**src/rtl/bcd_down_timer.sv**
```systemverilog
// Multi-digit BCD down-counter: load a preset, start, decrement once per tick,
// and pulse done on expiry. Optional auto-reload makes it a periodic interval source.
module bcd_dec_digit (
  input  logic [3:0] d,
  input  logic       bin,
  output logic [3:0] q,
  output logic       bout
);
  always_comb begin
    bout = bin && (d == 4'd0);
    if (!bin)           q = d;
    else if (d == 4'd0) q = 4'd9;
    else                q = d - 4'd1;
  end
endmodule

module bcd_down_timer #(
  parameter int DIGITS      = 2,
  parameter int AUTO_RELOAD = 0
) (
  input  logic                  clk,
  input  logic                  rst_n,
  input  logic                  load,
  input  logic [4*DIGITS-1:0]   load_val,
  input  logic                  start,
  input  logic                  stop,
  input  logic                  tick,
  output logic [4*DIGITS-1:0]   count,
  output logic                  running,
  output logic                  done,
  output logic                  load_err
);
  localparam int W = 4*DIGITS;

  typedef enum logic {IDLE = 1'b0, RUN = 1'b1} state_t;

  state_t            state, state_nxt;
  logic [W-1:0]      preset, count_dec, count_nxt, preset_nxt;
  logic [DIGITS:0]   borrow;
  logic [DIGITS-1:0] digit_ok;
  logic              load_ok, is_zero, is_one, expire, reload, done_nxt, err_nxt;

  // Borrow ripples up from digit 0, which always decrements.
  assign borrow[0] = 1'b1;
  genvar g;
  generate
    for (g = 0; g < DIGITS; g++) begin : g_dig
      bcd_dec_digit u_dig (
        .d    (count[4*g +: 4]),
        .bin  (borrow[g]),
        .q    (count_dec[4*g +: 4]),
        .bout (borrow[g+1])
      );
      assign digit_ok[g] = (load_val[4*g +: 4] <= 4'd9);
    end
  endgenerate

  assign load_ok = &digit_ok;
  assign is_zero = (count == '0);
  assign is_one  = (count == W'(1));
  assign reload  = (AUTO_RELOAD != 0) && (preset != '0);
  // Expiry only when no higher-priority load/stop claims the cycle.
  assign expire  = (state == RUN) && tick && is_one && !load && !stop;

  always_ff @(posedge clk or negedge rst_n) begin
    if (!rst_n) state <= IDLE;
    else        state <= state_nxt;
  end

  always_comb begin
    state_nxt = state;
    if (load) begin
      if (load_ok) state_nxt = IDLE;
    end else begin
      case (state)
        IDLE: if (!stop && start && !is_zero) state_nxt = RUN;
        RUN:  if (stop || (expire && !reload)) state_nxt = IDLE;
        default: state_nxt = IDLE;
      endcase
    end
  end

  always_comb begin
    count_nxt  = count;
    preset_nxt = preset;
    err_nxt    = 1'b0;
    done_nxt   = expire;
    if (load) begin
      if (load_ok) begin
        count_nxt  = load_val;
        preset_nxt = load_val;
      end else begin
        err_nxt = 1'b1;
      end
    end else if (state == RUN && !stop && tick) begin
      count_nxt = is_one ? (reload ? preset : '0) : count_dec;
    end
  end

  always_ff @(posedge clk or negedge rst_n) begin
    if (!rst_n) begin
      count    <= '0;
      preset   <= '0;
      done     <= 1'b0;
      load_err <= 1'b0;
    end else begin
      count    <= count_nxt;
      preset   <= preset_nxt;
      done     <= done_nxt;
      load_err <= err_nxt;
    end
  end

  assign running = (state == RUN);
endmodule

```
**config.mk**
```make
export PLATFORM = sky130hd
export DESIGN_NAME = bcd_down_timer
export DESIGN_NICKNAME = d
export VERILOG_FILES = /design/src/rtl/bcd_down_timer.sv
export SDC_FILE = /design/constraint.sdc
export NUM_CORES = 1
export LEC_CHECK = 0
export CORE_UTILIZATION = 47
export DETAILED_ROUTE_END_ITERATION = 10
export PLACE_DENSITY = 0.84
export SLEW_MARGIN = 20
export SYNTH_ARGS = -nofsm -noshare
export SYNTH_HDL_FRONTEND = slang
export SYNTH_HIERARCHICAL = 1
export SYNTH_SLANG_ARGS = --single-unit
```
**constraint.sdc**
```tcl
create_clock -name clk -period 3.15 [get_ports clk]
set_input_delay 0.63 -clock clk [delete_from_list [all_inputs] [get_ports clk]]
set_output_delay 0.63 -clock clk [all_outputs]
set_load 0.05 [all_outputs]
```
==> flow_results.xml <==
<?xml version="1.0" encoding="UTF-8"?>
<metrics>
  <group name="run_status">
    <metric name="run_status" unit="">completed</metric>
  </group>
  <group name="sta">
    <metric name="final-max-slew-violation-count" unit="">0</metric>
    <metric name="rsz0062_at_grt" unit="">false</metric>
    <metric name="period_minus_slack" unit="ns">2.28</metric>
    <metric name="timing.final.setup_violations" unit="">0</metric>
    <metric name="timing.final.hold_violations" unit="">0</metric>
    <metric name="skew" unit="ns">0.00472</metric>
    <metric name="setup-tns-final" unit="ns">0</metric>
    <metric name="fmax" unit="GHz">0.438</metric>
    <metric name="worst_slew_margin_rel" unit="%">51.6</metric>
    <metric name="worstMarginPinSlew" unit="ns">0.719</metric>
    <metric name="layout_worst_path_cycle_share" unit="%">72.4</metric>
  </group>
  <group name="synth">
    <metric name="post_synth_inst_count" unit="">78</metric>
    <metric name="synth.avg_cell_area" unit="sq um">9.43</metric>
    <metric name="ys.warnings.count" unit="">6</metric>
    <metric name="mappedNetlistArea" unit="sq um">736</metric>
  </group>
  <group name="critical_path">
    <metric name="critical_path_cell_by_cell" unit="">clkdlybuf4s50_1</metric>
    <metric name="cp-start-kind" unit="">register</metric>
    <metric name="slowest_delay" unit="ns">0.87</metric>
    <metric name="timing.rr.start" unit="">count[0]</metric>
    <metric name="critPathCaptureType" unit="">primary output</metric>
    <metric name="critical_path_arrival" unit="ns">1.65</metric>
    <metric name="rrSetupSlack" unit="ns">0.91</metric>
    <metric name="worst_path_max_delay_cell" unit="">sky130_fd_sc_hd__clkdlybuf4s50_1</metric>
    <metric name="cp.required" unit="ns">2.52</metric>
    <metric name="timing.critical_path.max_delay_family" unit="">buffers and inverters</metric>
    <metric name="regToRegEndpoint" unit="">count[6]</metric>
    <metric name="reg2regPathDepth" unit="">7</metric>
    <metric name="cp_num_buf_inv" unit="">1</metric>
    <metric name="timing.setup.critical_path_class" unit="">reg2out</metric>
    <metric name="critical_path_peak_fanout" unit="">8</metric>
  </group>
  <group name="power">
    <metric name="overall_power_of_the_completed_layout" unit="uW">554</metric>
    <metric name="max-vdd-ir-drop" unit="mV">0.362</metric>
    <metric name="leak_pwr" unit="nW">0.405</metric>
    <metric name="power.share.combinational" unit="%">43.8</metric>
    <metric name="sequentialPowerShare" unit="%">38.7</metric>
    <metric name="power_frac_clock" unit="%">17.5</metric>
    <metric name="switching_power" unit="uW">243</metric>
    <metric name="p_int" unit="uW">311</metric>
    <metric name="swShare" unit="%">43.8</metric>
    <metric name="cellPowerDensity" unit="mW/mm^2">549</metric>
  </group>
  <group name="detailed_routing">
    <metric name="vias" unit="">684</metric>
    <metric name="post_drt_via_cell_ratio" unit="">5.70</metric>
    <metric name="route.final.wire_length" unit="mm">1.69</metric>
    <metric name="wire_per_inst" unit="um">14.0</metric>
    <metric name="post-route-drc-count" unit="">0</metric>
    <metric name="drt-initial-drc-count" unit="">5</metric>
    <metric name="detail_route.first_pass.iterations" unit="">3</metric>
    <metric name="final_antenna_net_count" unit="">0</metric>
  </group>
  <group name="worst_hold_path">
    <metric name="hold-path-endpoint" unit="">done</metric>
    <metric name="timing.hold.worst.start" unit="">running</metric>
    <metric name="min_delay_path_depth" unit="">2</metric>
    <metric name="hold_path.class" unit="">reg2reg</metric>
  </group>
  <group name="grt">
    <metric name="globalRoute.totalOverflow" unit="">0</metric>
    <metric name="global_route_wire_length_before_repair" unit="mm">2.92</metric>
    <metric name="antenna_violations_before_repair" unit="">0</metric>
    <metric name="maximum_number_of_pins_on_one_net_before_global_route_repair" unit="">17</metric>
    <metric name="grt_usage" unit="%">22.4</metric>
    <metric name="grt_pass1_vias" unit="">680</metric>
  </group>
  <group name="floorplanning">
    <metric name="initial_core_util" unit="%">53.2</metric>
    <metric name="row_count" unit="">13</metric>
    <metric name="pin_count" unit="">25</metric>
    <metric name="fp.dieH" unit="um">41.6</metric>
    <metric name="design.die.area" unit="sq mm">0.00173</metric>
    <metric name="dieWidth" unit="um">41.6</metric>
    <metric name="floorplan.core_area" unit="sq mm">0.00138</metric>
  </group>
  <group name="cts">
    <metric name="ctsRootBufferMaster" unit="">sky130_fd_sc_hd__clkbuf_4</metric>
    <metric name="clk_latency" unit="ns">0.27</metric>
    <metric name="cts_buffer_depth" unit="">2</metric>
    <metric name="cts_setup_buffers" unit="">0</metric>
    <metric name="ctsResizeCount" unit="">0</metric>
    <metric name="clk_pin_slew_worst_paths" unit="ns">0.07</metric>
    <metric name="clkSinkCount" unit="">11</metric>
    <metric name="cts_max_level" unit="">1</metric>
    <metric name="cts_inserted_buffers" unit="">3</metric>
    <metric name="tritoncts" unit="">built</metric>
    <metric name="cts_hold_buf" unit="">0</metric>
  </group>
  <group name="finish">
    <metric name="final_net_count" unit="">120</metric>
    <metric name="layoutNonFillerInstCount" unit="">120</metric>
    <metric name="antenna_cells_inserted" unit="">0</metric>
    <metric name="syn_to_final_growth" unit="%">37.1</metric>
    <metric name="final_cell_area" unit="sq mm">0.00101</metric>
    <metric name="post_route_cells_drive_above_1_share" unit="%">13.3</metric>
  </group>
  <group name="placement">
    <metric name="post-dp-hpwl" unit="mm">1.29</metric>
    <metric name="numPortBuffers" unit="">24</metric>
    <metric name="post_dp_cell_area" unit="sq um">982</metric>
    <metric name="dpl_cells" unit="">116</metric>
    <metric name="gpl.final_weighted_congestion" unit="">0.742</metric>
  </group>
  <group name="run">
    <metric name="max_cap_violations" unit="">0</metric>
  </group>
</metrics>
## layer usage
metal | vias up | global-route usage, % | wire [um]
li1 | 347 | - | -
met5 | - | 0 | 0
met4 | 0 | 11.6 | 33
met2 | 17 | 36.3 | 832
met1 | 316 | 26.7 | 747
met3 | 4 | 6.52 | 71
## layout by cell type (no fill, tap or decap)
cell type / instances
sky130_fd_sc_hd__o211ai_1: 3
sky130_fd_sc_hd__nor4_2: 1
sky130_fd_sc_hd__nand2b_4: 2
sky130_fd_sc_hd__dfrtp_1: 11
sky130_fd_sc_hd__o211a_2: 1
sky130_fd_sc_hd__nor4_4: 1
sky130_fd_sc_hd__nor3_2: 1
sky130_fd_sc_hd__nor2_1: 11
sky130_fd_sc_hd__and3b_1: 2
sky130_fd_sc_hd__a21oi_2: 1
sky130_fd_sc_hd__nand2_1: 5
sky130_fd_sc_hd__inv_1: 1
sky130_fd_sc_hd__clkbuf_4: 3
sky130_fd_sc_hd__or4b_1: 2
sky130_fd_sc_hd__a21o_2: 2
sky130_fd_sc_hd__o21ai_0: 2
sky130_fd_sc_hd__nor4_1: 1
sky130_fd_sc_hd__clkdlybuf4s50_1: 24
sky130_fd_sc_hd__xor2_1: 4
sky130_fd_sc_hd__nor3_1: 4
sky130_fd_sc_hd__and2_1: 1
sky130_fd_sc_hd__a311oi_1: 1
sky130_fd_sc_hd__clkbuf_1: 1
sky130_fd_sc_hd__a22oi_2: 1
sky130_fd_sc_hd__a22oi_1: 7
sky130_fd_sc_hd__a31oi_2: 1
sky130_fd_sc_hd__a21oi_1: 9
sky130_fd_sc_hd__conb_1: 2
## worst max-delay path by stage
stage             start        to  cells past startpoint
3_3_place_gp       load   running                      5
3_5_place_dp       load  count[1]                      5
6_report       count[0]  count[0]                      1
5_1_grt        count[0]  count[6]                      7
4_1_cts        count[0]  count[0]                      1
2_1_floorplan  count[0]  count[6]                      7
## layout make-up
class / count / area, sq um
inverter: 1 / 3.75
clock buffer: 4 / 26.3
fill: 111 / 374
multi-input combinational: 65 / 444
tap: 15 / 18.8
sequential: 11 / 275
timing repair buffer: 24 / 240
## sequential cells by signal (all words and copies together), names as in the netlist
| name | count |
|---|---|
| count | 8 |
| done | 1 |
| load_err | 1 |
| running | 1 |
## power by group through the flow
stage	clock (mW)	combinational, mW	sequential [mW]
after floorplan	0	0.0810	0.291
after global placement	0	0.240	0.215
after detailed placement	0	0.243	0.217
after CTS	0.101	0.244	0.214
after global routing	0.106	0.259	0.221
final	0.0970	0.243	0.214
## through the flow
stage               setup WS [ns]  hold slack (ns)  util, %
global placement            0.920            0.580     71.0
detailed placement          0.868            0.594     71.0
global route                0.726            0.650     72.9
finish                      0.869            0.603     72.9
CTS                         0.852            0.605     72.9
floorplan                   0.910            0.334        -
## worst register-to-register path, stage by stage (launching register included)
cell and delay (ns):
sky130_fd_sc_hd__dfrtp_1 0.48, sky130_fd_sc_hd__nand2b_4 0.21, sky130_fd_sc_hd__nor4_1 0.55, sky130_fd_sc_hd__nand2b_4 0.11, sky130_fd_sc_hd__or4b_1 0.48, sky130_fd_sc_hd__nand2_1 0.08
sky130_fd_sc_hd__a22oi_1 0.07, sky130_fd_sc_hd__a21oi_1 0.19
Power figures use the tool's default switching activity.
